File: config.mk
export PLATFORM = sky130hd
export DESIGN_NAME = oh_fifo_wr_packer
export DESIGN_NICKNAME = d
export VERILOG_FILES = /design/src/rtl/oh_fifo_wr_packer.sv
export SDC_FILE = /design/constraint.sdc
export NUM_CORES = 1
export LEC_CHECK = 0
export CORE_ASPECT_RATIO = 0.75
export CORE_MARGIN = 5
export CORE_UTILIZATION = 30
export CTS_BUF_LIST = sky130_fd_sc_hd__clkbuf_8
export DETAILED_ROUTE_END_ITERATION = 6
export PLACE_DENSITY_LB_ADDON = 0.15
export SLEW_MARGIN = 10
export SYNTH_ARGS = -nofsm -noshare
export SYNTH_HDL_FRONTEND = slang
export SYNTH_SLANG_ARGS = --single-unit
File: constraint.sdc
create_clock -name wr_clk -period 3.4 [get_ports wr_clk]
set_input_delay 0.68 -clock wr_clk [delete_from_list [all_inputs] [get_ports wr_clk]]
set_output_delay 0.68 -clock wr_clk [all_outputs]
set_load 0.01 [all_outputs]
File: src/rtl/oh_fifo_wr_packer.sv
// Write-side packer: gathers RATIO narrow beats into one wide word carrying a
// beat count and a last flag, and writes it to the async FIFO in the wr_clk
// domain without ever writing while the FIFO reports full.
module oh_fifo_wr_packer #(
   parameter int IW    = 32,
   parameter int RATIO = 4,
   parameter int CW    = $clog2(RATIO) + 1,
   parameter int DW    = IW * RATIO + CW + 1
) (
   input  logic          wr_clk,
   input  logic          wr_nreset,
   input  logic          in_valid,
   input  logic [IW-1:0] in_data,
   input  logic          in_last,
   output logic          in_ready,
   input  logic          flush,
   input  logic          fifo_full,
   output logic          fifo_wr_en,
   output logic [DW-1:0] fifo_din,
   output logic          busy,
   output logic [15:0]   words_written
);

   localparam int IdxW = $clog2(RATIO);
   localparam logic [IdxW-1:0] LastIdx = IdxW'(RATIO - 1);

   logic [IdxW-1:0]     idx_q, idx_d;
   logic [IW*RATIO-1:0] acc_q, acc_d;
   logic                pend_q, pend_d;
   logic [DW-1:0]       outReg_q, outReg_d;
   logic                flushPend_q, flushPend_d;
   logic [15:0]         wordsWritten_q, wordsWritten_d;

   logic                drain;
   logic                slotAvail;
   logic                accept;
   logic                idxNonZero;
   logic                closeBeat;
   logic                closeFlush;
   logic                closeWord;
   logic                lastBit;
   logic [CW-1:0]       countNext;
   logic [IW*RATIO-1:0] lanesNext;

   // Handshake, drain and word-close decisions; in_ready never looks at in_valid
   always_comb begin
      drain      = pend_q & ~fifo_full;
      slotAvail  = ~pend_q | ~fifo_full;
      in_ready   = wr_nreset & slotAvail;
      accept     = in_valid & in_ready;
      idxNonZero = (idx_q != '0);
      closeBeat  = accept & ((idx_q == LastIdx) | in_last | flush | flushPend_q);
      closeFlush = ~accept & (flush | flushPend_q) & idxNonZero & slotAvail;
      closeWord  = closeBeat | closeFlush;
      lastBit    = accept & in_last;
      countNext  = CW'(idx_q) + CW'(accept);
   end

   // Accumulator contents including the beat being accepted this cycle
   always_comb begin
      lanesNext = acc_q;
      if (accept) begin
         lanesNext[int'(idx_q)*IW +: IW] = in_data;
      end
   end

   // Next-state selection; a close may coincide with a drain and simply replaces the word
   always_comb begin
      idx_d          = idx_q;
      acc_d          = acc_q;
      pend_d         = pend_q & ~drain;
      outReg_d       = outReg_q;
      flushPend_d    = flushPend_q | (flush & (idxNonZero | accept));
      wordsWritten_d = wordsWritten_q + 16'(drain);
      if (closeWord) begin
         idx_d       = '0;
         acc_d       = '0;
         pend_d      = 1'b1;
         outReg_d    = {lastBit, countNext, lanesNext};
         flushPend_d = 1'b0;
      end else if (accept) begin
         idx_d = idx_q + 1'b1;
         acc_d = lanesNext;
      end
   end

   // State registers; reset discards any partial word
   always_ff @(posedge wr_clk or negedge wr_nreset) begin
      if (!wr_nreset) begin
         idx_q          <= '0;
         acc_q          <= '0;
         pend_q         <= 1'b0;
         outReg_q       <= '0;
         flushPend_q    <= 1'b0;
         wordsWritten_q <= '0;
      end else begin
         idx_q          <= idx_d;
         acc_q          <= acc_d;
         pend_q         <= pend_d;
         outReg_q       <= outReg_d;
         flushPend_q    <= flushPend_d;
         wordsWritten_q <= wordsWritten_d;
      end
   end

   // Output drive straight from the holding register
   always_comb begin
      fifo_wr_en    = drain;
      fifo_din      = outReg_q;
      busy          = pend_q | idxNonZero;
      words_written = wordsWritten_q;
   end

endmodule
==> impl_results.md <==
- Number of synthesis warnings: 0
- Synthesized net count: 1164
- Most frequent standard cell in the layout excluding fill and tap cells: sky130_fd_sc_hd__dfrtp_1
- Class of the most critical hold timing path: reg -> reg
- TritonCTS Buffers: 47
- Chip width: 239.5 um
- Setup CP Type: reg -> out
- Ant. Diodes: 0
- Slew at the pin closest to its max-slew limit: 1.002 ns
- Via count of the first global-routing pass: 9304
- Final Cycle Share: 90.76%
- Data required time of the critical path: 2.72 ns
- Nets: 1319
- Netlist area before placement: 11850 um2
- Reg-to-Reg Start: idx_q[0]
- Routed wire length: 39050 um
- # port buffers: 188
- EDFF count, synth: 0
- Slew HR: 33.19%
- Number of search-and-repair iterations in the first detailed-routing pass: 4
- Clock-pin slew on the worst setup and hold paths: 0.07 ns
- Static leakage: 6.381 nW
- GR Layer Usage met1: 25.94%
- Worst Setup End Kind: output port
- HPWL Detailed: 25300 um
- Final count of hold timing violations: 0
- Longest Clk Path Bufs: 3
- Via count: 9407
- Global router's overall resource usage: 17.59%
- Period minus WS final: 3.086 ns
- Tightest hold margin: 0.4716 ns
- Utilization after layout: 38.60%
- Achievable Freq: 0.3241 GHz
- GRT Residual Overflow: 0
- Clock skew after layout: 0.03500 ns
- Number of flip-flops and latches in the synthesized netlist: 280
- Crit start category: flop
- DIE AREA: 43620 um2
- Clock Root Buffer: sky130_fd_sc_hd__clkbuf_8
- Layout area overhead: 27.86%
- Number of levels the H-tree was split into: 2
- Starting density of the core: 30.19%
- Average cell area after synthesis: 10.62 um2
- Post-CTS setup buffers: 0
- Setup repair after global routing missed its margin: false
- Sinks on Clock Net: 280
- Clock latency at the later pin of the worst-skew pair: 0.59 ns
- DR DRC count: 0
- Antenna Violating Nets Remaining: 0
- Fraction of final layout cells sized beyond drive strength 1: 10.32%
- Power Density: 846.2 nW/um2
- Final Max Slew Viols: 0
- Crit path launch: idx_q[0]
- Global routing met2 resource utilization: 26.87%
- Setup TNS after final layout: 0 ns
- Initial antenna violation count: 0
- Global-route layer with the greatest usage: met2
- Setup-violating endpoint count in the final report: 0
- Worst vdd rail ir drop: 0.2744 mV
- Commonest cells after routing, fill and taps aside: 280 x sky130_fd_sc_hd__dfrtp_1, 187 x sky130_fd_sc_hd__clkdlybuf4s50_1, 135 x sky130_fd_sc_hd__nor2_1
- Synthesized netlist cell count: 1116
- Drt via density: 5.174
- CTS tree: done
- Maximum capacitance violations: 0
- Run status: finished, final reports clean
- DRT iter0 DRCs: 688
- Post-synthesis cell type count: 42
- Main synth FF type: sky130_fd_sc_hd__dfrtp_1
- Placement Rows: 63
- DR WL/cell: 21.48 um
- Share of synthesized registers carrying an async set or reset: 100.0%
- Top fanout value on the critical path: 8
- Die height: 182.1 um
- Routability-driven placement congestion ratio: 0.7825
- Placeable Area: 39260 um2
- Maximum number of pins on one net before global-route repair: 136
- Endpoint arrival time on the critical path: 2.41 ns
- Proportion of synthesized chip area in sequential cells: 59.13%
- Start point of the worst min-delay path: words_written[15]
- Met3 GRT Util: 3.853%
- Global-route wire length before repair: 60020 um
- Top-level port count: 189
==> routing by layer <==
layer,vias to the layer above,share of wire [%]
met2,265,45
li1,4304,-
met4,0,1.2
met3,41,5.8
met1,4797,48
met5,-,0
==> layout make-up <==
cell class / instances / area (um2)
clock buffer: 57 / 784.5
clock inverter: 19 / 110.1
fill: 3911 / 24100
inverter: 3 / 11.26
multi-input combinational: 706 / 4287
sequential: 280 / 7007
tap: 520 / 650.6
timing repair buffer: 233 / 2302
==> critical path, stage by stage, from the launching register on <==
cell,delay (ns)
sky130_fd_sc_hd__dfrtp_1,0.57
sky130_fd_sc_hd__inv_1,0.23
sky130_fd_sc_hd__ha_2,0.34
sky130_fd_sc_hd__nand2b_1,0.11
sky130_fd_sc_hd__clkdlybuf4s50_1,0.57
==> Yosys cell counts (all sizes together) (2+ instances only) <==
cell	count	area (um2)
dfrtp	280	7007
nor2	135	506.7
a22o	129	1130
nand3	109	545.5
nand2	103	386.6
a31oi	96	600.6
buf	77	451.7
clkbuf	50	187.7
a21oi	34	173.9
a22oi	32	240.2
ha	10	125.1
and3	9	56.30
xnor2	7	61.31
xor2	7	61.31
o21ai	5	25.02
nor3	4	31.28
and2	3	18.77
inv	3	11.26
mux2	3	33.78
nand4	3	18.77
and4	2	17.52
nor2b	2	12.51
nor3b	2	20.02
nor4	2	33.78
nor4b	2	30.03
==> cell families after synthesis <==
logic type               synth area share, %
AND/OR/NAND/NOR                        14.37
buffers and inverters                  5.490
adder cells (fa/ha/maj)                1.056
multiplexers                          0.2851
XOR/XNOR                               1.035
AO/OA/AOI/OAI                          18.64
flip-flops                             59.13
==> registers in the layout (all words and copies together) (netlist names) <==
name           cells
acc_q            128
fifo_din         132
flushPend_q        1
idx_q              2
pend_q             1
words_written     16
==> worst paths after layout <==
check	to	slack [ns]	cells past startpoint
setup / recovery	busy	0.31	4
hold / removal	words_written[15]	0.47	1
setup reg to reg	fifo_din[121]	0.71	8
hold reg to reg	words_written[15]	0.47	1
max in group asynchronous	acc_q[103]	0.93	4
min in group asynchronous	words_written[2]	0.53	2
==> timing repair <==
action / in CTS / in global routing
resized for setup: 0 / 1
setup endpoints to repair: 0 / 1
hold endpoints to repair: 19 / 0
hold buffers: 1 / 0
==> report_power, final <==
group	internal (mW)	switching, mW
logic	2.36	2.50
registers	4.28	0.703
clock network	1.58	1.39
total	8.22	4.60
==> stage by stage <==
stage | worst slack [ns] | instances | total power [mW] | area, um2
6_report | 0.3141 | 1818 | 12.82 | 15150
5_1_grt | 0.1598 | 1818 | 13.63 | 15150
4_1_cts | 0.07301 | 1818 | 13.05 | 15150
3_5_place_dp | 0.4740 | 1741 | 9.986 | 14240
3_3_place_gp | 0.5118 | 1741 | 9.952 | 14240
2_1_floorplan | 1.210 | 1116 | 7.143 | 11850
Power figures use the tool's default switching activity.
